==> config.mk <==
export PLATFORM = sky130hd
export DESIGN_NAME = fetch_controller_flat
export DESIGN_NICKNAME = d
export VERILOG_FILES = /design/src/rtl/fetch_controller_if.sv /design/src/rtl/fetch_controller.sv /design/src/flat_wrapper.sv
export SDC_FILE = /design/constraint.sdc
export NUM_CORES = 1
export LEC_CHECK = 0
export BUFFER_PORTS_ARGS = -buffer_cell sky130_fd_sc_hd__buf_4
export CAP_MARGIN = 20
export CORE_ASPECT_RATIO = 0.75
export CORE_UTILIZATION = 40
export DETAILED_ROUTE_END_ITERATION = 12
export GPL_TIMING_DRIVEN = 0
export PLACE_DENSITY = 0.82
export SLEW_MARGIN = 20
export SYNTH_ARGS = -nofsm -noshare
export SYNTH_HDL_FRONTEND = slang
export SYNTH_SLANG_ARGS = --single-unit
==> constraint.sdc <==
create_clock -name clock -period 6.3 [get_ports clock]
set_clock_uncertainty 0.15 [all_clocks]
set_input_delay 0.315 -clock clock [delete_from_list [all_inputs] [get_ports clock]]
set_output_delay 0.315 -clock clock [all_outputs]
set_load 0.005 [all_outputs]
==> src/rtl/fetch_controller_if.sv <==
// Bundle between the fetch sequencer and its neighbours (hazard unit, branch resolution, Fetch).
// master = fetch_controller side, slave = the surrounding pipeline.
interface fetch_controller_if #(
  parameter int PC_WIDTH          = 32,
  parameter int INSTRUCTION_WIDTH = 32,
  parameter int COUNT_WIDTH       = 16
);
  logic                         start;
  logic                         stall;
  logic                         redirectValid;
  logic [PC_WIDTH-1:0]          redirectPC;
  logic [INSTRUCTION_WIDTH-1:0] instruction;
  logic                         fetchEnable;
  logic                         PCSelector;
  logic [PC_WIDTH-1:0]          NewPC;
  logic                         flush;
  logic                         running;
  logic                         halted;
  logic [COUNT_WIDTH-1:0]       fetchedCount;

  modport master (
    input  start, stall, redirectValid, redirectPC, instruction,
    output fetchEnable, PCSelector, NewPC, flush, running, halted, fetchedCount
  );

  modport slave (
    output start, stall, redirectValid, redirectPC, instruction,
    input  fetchEnable, PCSelector, NewPC, flush, running, halted, fetchedCount
  );
endinterface

==> src/rtl/fetch_controller.sv <==
// Fetch-stage sequencer: starts the program, applies stalls and branch redirects,
// and drains the pipeline on HALT before parking. Sole writer of the PC.
module fetch_controller #(
  parameter int                      PC_WIDTH          = 32,
  parameter int                      INSTRUCTION_WIDTH = 32,
  parameter int                      OPCODE_WIDTH      = 4,
  parameter logic [OPCODE_WIDTH-1:0] HALT_OPCODE       = 4'hF,
  parameter logic [PC_WIDTH-1:0]     RESET_VECTOR      = '0,
  parameter int                      DRAIN_CYCLES      = 4,
  parameter int                      COUNT_WIDTH       = 16
) (
  input logic                clock,
  input logic                reset,
  fetch_controller_if.master bus
);

  localparam int DRAIN_WIDTH = $clog2(DRAIN_CYCLES + 1);

  typedef enum logic [1:0] {IDLE, RUN, DRAIN, HALTED} state_t;

  state_t                   state_q, state_d;
  logic [DRAIN_WIDTH-1:0]   drain_cnt_q, drain_cnt_d;
  logic [COUNT_WIDTH-1:0]   count_q, count_d;
  logic                     fetch_enable, pc_select, flush, count_inc;
  logic [PC_WIDTH-1:0]      new_pc;
  logic [OPCODE_WIDTH-1:0]  opcode;

  assign opcode = bus.instruction[INSTRUCTION_WIDTH-1 -: OPCODE_WIDTH];

  always_comb begin
    state_d      = state_q;
    drain_cnt_d  = drain_cnt_q;
    count_d      = count_q;
    fetch_enable = 1'b0;
    pc_select    = 1'b0;
    new_pc       = '0;
    flush        = 1'b0;
    count_inc    = 1'b0;

    case (state_q)
      IDLE, HALTED: begin
        if (bus.start) begin
          fetch_enable = 1'b1;
          pc_select    = 1'b1;
          new_pc       = RESET_VECTOR;
          flush        = 1'b1;
          count_d      = '0;
          state_d      = RUN;
        end
      end
      RUN: begin
        if (bus.redirectValid) begin
          fetch_enable = 1'b1;
          pc_select    = 1'b1;
          new_pc       = bus.redirectPC;
          flush        = 1'b1;
          count_inc    = 1'b1;
        end else if (opcode == HALT_OPCODE && !bus.stall) begin
          flush       = 1'b1;
          drain_cnt_d = DRAIN_WIDTH'(DRAIN_CYCLES);
          state_d     = DRAIN;
        end else if (!bus.stall) begin
          fetch_enable = 1'b1;
          count_inc    = 1'b1;
        end
      end
      DRAIN: begin
        // flush stays high so the held HALT word never reaches decode twice
        flush = 1'b1;
        if (bus.redirectValid) begin
          fetch_enable = 1'b1;
          pc_select    = 1'b1;
          new_pc       = bus.redirectPC;
          state_d      = RUN;
        end else begin
          drain_cnt_d = drain_cnt_q - 1'b1;
          if (drain_cnt_q == DRAIN_WIDTH'(1)) state_d = HALTED;
        end
      end
      default: state_d = IDLE;
    endcase

    if (count_inc && count_q != '1) count_d = count_q + 1'b1;

    if (!reset) begin
      fetch_enable = 1'b0;
      pc_select    = 1'b0;
      new_pc       = '0;
      flush        = 1'b0;
    end
  end

  always_ff @(posedge clock) begin
    if (!reset) begin
      state_q     <= IDLE;
      drain_cnt_q <= '0;
      count_q     <= '0;
    end else begin
      state_q     <= state_d;
      drain_cnt_q <= drain_cnt_d;
      count_q     <= count_d;
    end
  end

  assign bus.fetchEnable  = fetch_enable;
  assign bus.PCSelector   = pc_select;
  assign bus.NewPC        = new_pc;
  assign bus.flush        = flush;
  assign bus.running      = (state_q == RUN);
  assign bus.halted       = (state_q == HALTED);
  assign bus.fetchedCount = count_q;

endmodule

==> src/flat_wrapper.sv <==
// flat-port wrapper written by rule: the top's interface ports become plain ports
module fetch_controller_flat 
#(
  parameter int                      PC_WIDTH          = 32,
  parameter int                      INSTRUCTION_WIDTH = 32,
  parameter int                      OPCODE_WIDTH      = 4,
  parameter logic [OPCODE_WIDTH-1:0] HALT_OPCODE       = 4'hF,
  parameter logic [PC_WIDTH-1:0]     RESET_VECTOR      = '0,
  parameter int                      DRAIN_CYCLES      = 4,
  parameter int                      COUNT_WIDTH       = 16
)
  (clock, reset, bus_start, bus_stall, bus_redirectValid, bus_redirectPC, bus_instruction, bus_fetchEnable, bus_PCSelector, bus_NewPC, bus_flush, bus_running, bus_halted, bus_fetchedCount);
  fetch_controller_if #(.PC_WIDTH(PC_WIDTH), .INSTRUCTION_WIDTH(INSTRUCTION_WIDTH), .COUNT_WIDTH(COUNT_WIDTH)) bus_i ();
  input logic clock;
  input logic reset;
  input wire logic [$bits(bus_i.start)-1:0] bus_start;
  input wire logic [$bits(bus_i.stall)-1:0] bus_stall;
  input wire logic [$bits(bus_i.redirectValid)-1:0] bus_redirectValid;
  input wire logic [$bits(bus_i.redirectPC)-1:0] bus_redirectPC;
  input wire logic [$bits(bus_i.instruction)-1:0] bus_instruction;
  output wire logic [$bits(bus_i.fetchEnable)-1:0] bus_fetchEnable;
  output wire logic [$bits(bus_i.PCSelector)-1:0] bus_PCSelector;
  output wire logic [$bits(bus_i.NewPC)-1:0] bus_NewPC;
  output wire logic [$bits(bus_i.flush)-1:0] bus_flush;
  output wire logic [$bits(bus_i.running)-1:0] bus_running;
  output wire logic [$bits(bus_i.halted)-1:0] bus_halted;
  output wire logic [$bits(bus_i.fetchedCount)-1:0] bus_fetchedCount;
  assign bus_i.start = bus_start;
  assign bus_i.stall = bus_stall;
  assign bus_i.redirectValid = bus_redirectValid;
  assign bus_i.redirectPC = bus_redirectPC;
  assign bus_i.instruction = bus_instruction;
  assign bus_fetchEnable = bus_i.fetchEnable;
  assign bus_PCSelector = bus_i.PCSelector;
  assign bus_NewPC = bus_i.NewPC;
  assign bus_flush = bus_i.flush;
  assign bus_running = bus_i.running;
  assign bus_halted = bus_i.halted;
  assign bus_fetchedCount = bus_i.fetchedCount;
  fetch_controller #(.PC_WIDTH(PC_WIDTH), .INSTRUCTION_WIDTH(INSTRUCTION_WIDTH), .OPCODE_WIDTH(OPCODE_WIDTH), .HALT_OPCODE(HALT_OPCODE), .RESET_VECTOR(RESET_VECTOR), .DRAIN_CYCLES(DRAIN_CYCLES), .COUNT_WIDTH(COUNT_WIDTH)) u_core (.clock(clock), .reset(reset), .bus(bus_i));
endmodule
# Yosys cells after proc, flatten, opt, wreduce, memory -nomap -nowiden
# Index checks and enable logic that the tools add are counted.
[op_classes]
addsub = 2
n_eq_ne = 11
muxes = 30
reduce_logical = 12
[op_table]
columns = ["operator", "n"]
rows = [
  ["$mux 32", 2],
  ["$pmux 32 s2", 1],
  ["$mux 16", 3],
  ["$add 16x1->16 const B", 1],
  ["$ne 16x16->1 const B", 1],
  ["$mux 1", 11],
  ["$mux 2", 5],
  ["$mux 3", 3],
  ["$reduce_and 4->1", 2],
  ["$ne 2x2->1 const B", 3],
  ["$pmux 1 s3", 2],
  ["$pmux 2 s3", 1],
  ["$pmux 3 s2", 1],
  ["$reduce_bool 2->1", 3],
  ["$eq 2x2->1 const B", 2],
  ["$eq 4x4->1 const B", 1],
  ["$reduce_or 2->1", 2],
  ["$eq 3x1->1 const B", 1],
  ["$ne 3x2->1 const B", 1],
  ["$sub 3x1->3 const B", 1],
  ["$eq 2x1->1 const B", 1],
  ["$logic_and 1x1->1", 2],
  ["$logic_not 2->1", 1],
  ["$ne 2x1->1 const B", 1],
  ["3 further kinds", 3],
]
[word_totals]
ff_bits = 21
input_bits = 69
output_inout_bits = 53
wordCells = 58

# Logic depth before layout (Yosys ltp)
[depth]
ltp_word = 8
ltp_mapped = 8
depth_no_buf = 7

# Worst setup path before layout
# OpenSTA, ideal clock, no wires.
[synth_timing]
path_type = "flip-flop to flip-flop"
startpoint = "register u_core.count_q[0] (netlist: u_core.bus.fetchedCount[0])"
endpoint = "register u_core.count_q[12] (netlist: u_core.bus.fetchedCount[12])"
setup_ps = 120
arrival_ps = 2120
t_required_ps = 6030
setup_slack_ps = 3910
path_stages_with_launch = 9
n_path_buf = 2
period_less_slack_ps = 2390
cell_sequence = "dfxtp_1 -> ha_1 -> nand3_2 -> or4_4 -> buf_6 -> o211ai_4 -> buf_6 -> nor2_1 -> a211o_1"
[synth_via]
elab_chain_len = 4
elab_cells_between_ends = 7
classes_between = "add/sub: 1; eq/ne: 1; mux: 1; reduce/logical: 4"
[synth_lines]
columns = ["element", "line_no", "text"]
rows = [
  ["start: declaration", "fetch_controller.sv:23", "logic [COUNT_WIDTH-1:0] count_q, count_d;"],
  ["start signal: assignment", "fetch_controller.sv:101", "count_q <= count_d;"],
  ["parallel branches: the longest is 4 deep, another holds $add 16x1->16", "n/a", ""],
]
# Several ways; the timed one is not identified.
# A chain may end at the register's enable or synchronous reset.

# Final worst setup path
[layout_timing]
startpoint = "register u_core.count_q[0] (netlist: u_core.bus.fetchedCount[0])"
endpoint = "register u_core.count_q[4] (netlist: u_core.bus.fetchedCount[4])"
# Same word-level chain as after synthesis.

==> flow_summary.yaml <==
run_status:
  status: "complete, no violations"
logic_synthesis:
  synth_enable_flop_cells: 0
  synth_fp_nets: 277
  ys_ff_latch: 21
  yosys.area.top_type_share: 0.278
  ys_types: 39
  syn_area_um2: 1510
  yosys-top-cells-area: "dfxtp_1 (28%), and2_1 (13%), nand2_1 (5.2%)"
  seq_area_frac_synth: 0.278
  synth_ff_type: "dfxtp_1"
  syn_area_per_cell_um2: 7.49
  synth.largest_area_cell: "dfxtp_1"
  synthArstFlopShare: 0
  syn_inst: 202
  yosysWarnings: 0
drt:
  wl_mm: 4.32
  vias: 1747
  drt-initial-drc-count: 70
  drc: 0
  drt.antenna.violating_nets: 0
  drt_pass1_iterations: 4
  via_per_inst: 5.02
  wl_per_cell_um: 12.4
clocking:
  clkTransAtPathRegs_ns: 0.08
  htree_levels: 1
  cts_buffer_depth: 2
  cts_tree: "yes"
  cts_sinks: 21
  clk_latency_ns: 0.26
  clockRootBuffer: "clkbuf_8"
  numCtsBuffers: 3
  cts_hold_repair.buffers: 0
  cts.repair.resized: 0
  cts_setup_buffers: 0
global_route:
  grt_use_total: 0.216
  grt_pass1_wl_mm: 7.07
  first_global_vias: 1504
  gr-total-overflow: 0
  antenna_found_initial: 0
  grt_max_degree: 12
sta:
  tns_ns: 0
  worst_hold_slack_ns: 0.299
  hold_viol_final: 0
  rsz0062_at_grt: "no"
  max_freq_mhz: 380
  fin_crit_sh: 0.418
  slew_viol_final: 0
  slew-limit-headroom: 0.666
  fin_crit_ns: 2.63
  setup_viol: 0
  worstMarginPinSlew_ns: 0.501
power_and_ir_drop:
  ir_drop_mv: 0.0915
  power_leakage_nw: 1.13
  power_density_nw_per_um2: 149
place:
  gp_congestion: 0.788
  hpwl_mm: 3.54
  place.port_buffers: 92
worst_hold_path:
  holdCritPathClass: "input pin to flop"
worst_setup_path:
  endpoint_kind: "flop"
  crit_type: "flop to flop"
  critPathRequiredTime_ns: 6.30
  cp-start-kind: "flop"
  critPathMaxFanout: 10
  cp.arrival_ns: 2.64
final_layout:
  most-common-layout-cells: "buf_4 (92), and2_1 (32), nand2_1 (21), dfxtp_1 (21), o21ai_0 (12)"
  n_antenna_cell: 0
  area_delta_synth_final_pct: 52.7
  fill_cells: 310
  drive_gt1_frac: 0.356
  final_common_cell: "buf_4"
  final_net_count: 374
floorplan:
  core_region_area_um2: 3450
  row_count: 18
  fp.dieW_um: 73.0
  die_h_um: 55.3
  num_io_pins: 122
  start_util: 0.439
  dieArea_um2: 4040
flow_run:
  cap_violations: 0
per-layer routing:
layer	GRT usage	up-vias	part of all wire
met5	0	-	0
met4	0.0336	0	0.0049
met3	0.0365	2	0.053
met2	0.331	53	0.45
met1	0.320	791	0.49
li1	-	901	-
path summary, 6_finish.rpt:
| kind | start | to | slack, ns | depth (start not counted) |
|---|---|---|---|---|
| worst max-delay path | u_core.bus.fetchedCount[0] | u_core.bus.fetchedCount[4] | 3.67 | 8 |
| worst min-delay path | bus_stall | u_core.state_q[1] | 0.30 | 4 |
| worst max register to register | u_core.bus.fetchedCount[0] | u_core.bus.fetchedCount[4] | 3.67 | 8 |
| worst min register to register | u_core.drain_cnt_q[1] | u_core.drain_cnt_q[1] | 0.31 | 2 |
critical path, cell delays in order (launching register included):
cell and delay (ns):
dfxtp_1 0.42, ha_1 0.25, nand3_2 0.14, or4_4 0.56, buf_6 0.15, o211ai_4 0.33
buf_6 0.20, nor2_1 0.06, a211o_1 0.26
report_power, final:
part	switching [W]	internal, W	total [W]
Combinational	0.0000559	0.0000592	0.000115
Clock	0.0000438	0.0000451	0.0000889
Sequential	0.00000500	0.000137	0.000142
Total	0.000105	0.000241	0.000346
per-stage QoR:
step	cell area (µm²)	std cells	power (W)	worst slack, ns	utilization
2_1_floorplan	1510	202	0.000202	3.91	-
3_3_place_gp	2270	344	0.000258	3.72	0.658
3_5_place_dp	2270	344	0.000259	3.68	0.658
4_1_cts	2310	348	0.000347	3.66	0.671
5_1_grt	2310	348	0.000368	3.56	0.671
6_report	2310	348	0.000346	3.67	0.671
cells in the mapped netlist, types with 5 or more instances:
library cell   n
inv_1         11
ha_1           6
nand4_1        5
clkbuf_1       5
nand2_1       21
a21oi_1       10
a211o_1        7
nor2_1        11
and2_1        32
nor3_1         8
nand3_1        8
o21ai_0       12
dfxtp_1       21
cell families after synthesis:
group / count (synthesis) / synth area share
flops: 21 / 0.278
simple gates: 111 / 0.407
xor+xnor: 1 / 0.00579
compound gates: 44 / 0.202
buf+inv: 19 / 0.0578
fa+ha+maj: 6 / 0.0496
cell type report:
class | instances | area (µm²) | area share
plain buffers | 8 | 46.3 | 0.0200
clock buffers | 4 | 45.0 | 0.0195
inverters | 11 | 41.3 | 0.0179
multi-input cells | 162 | 1010 | 0.435
flip-flops and latches | 21 | 420 | 0.182
well taps | 50 | 62.6 | 0.0271
repair buffers | 92 | 691 | 0.299
sequential cells by signal, summed over array words and instances, names as in the netlist:
name,count
u_core.bus.fetchedCount,16
u_core.drain_cnt_q,3
u_core.state_q,2
(Power assumes the default switching activity.)
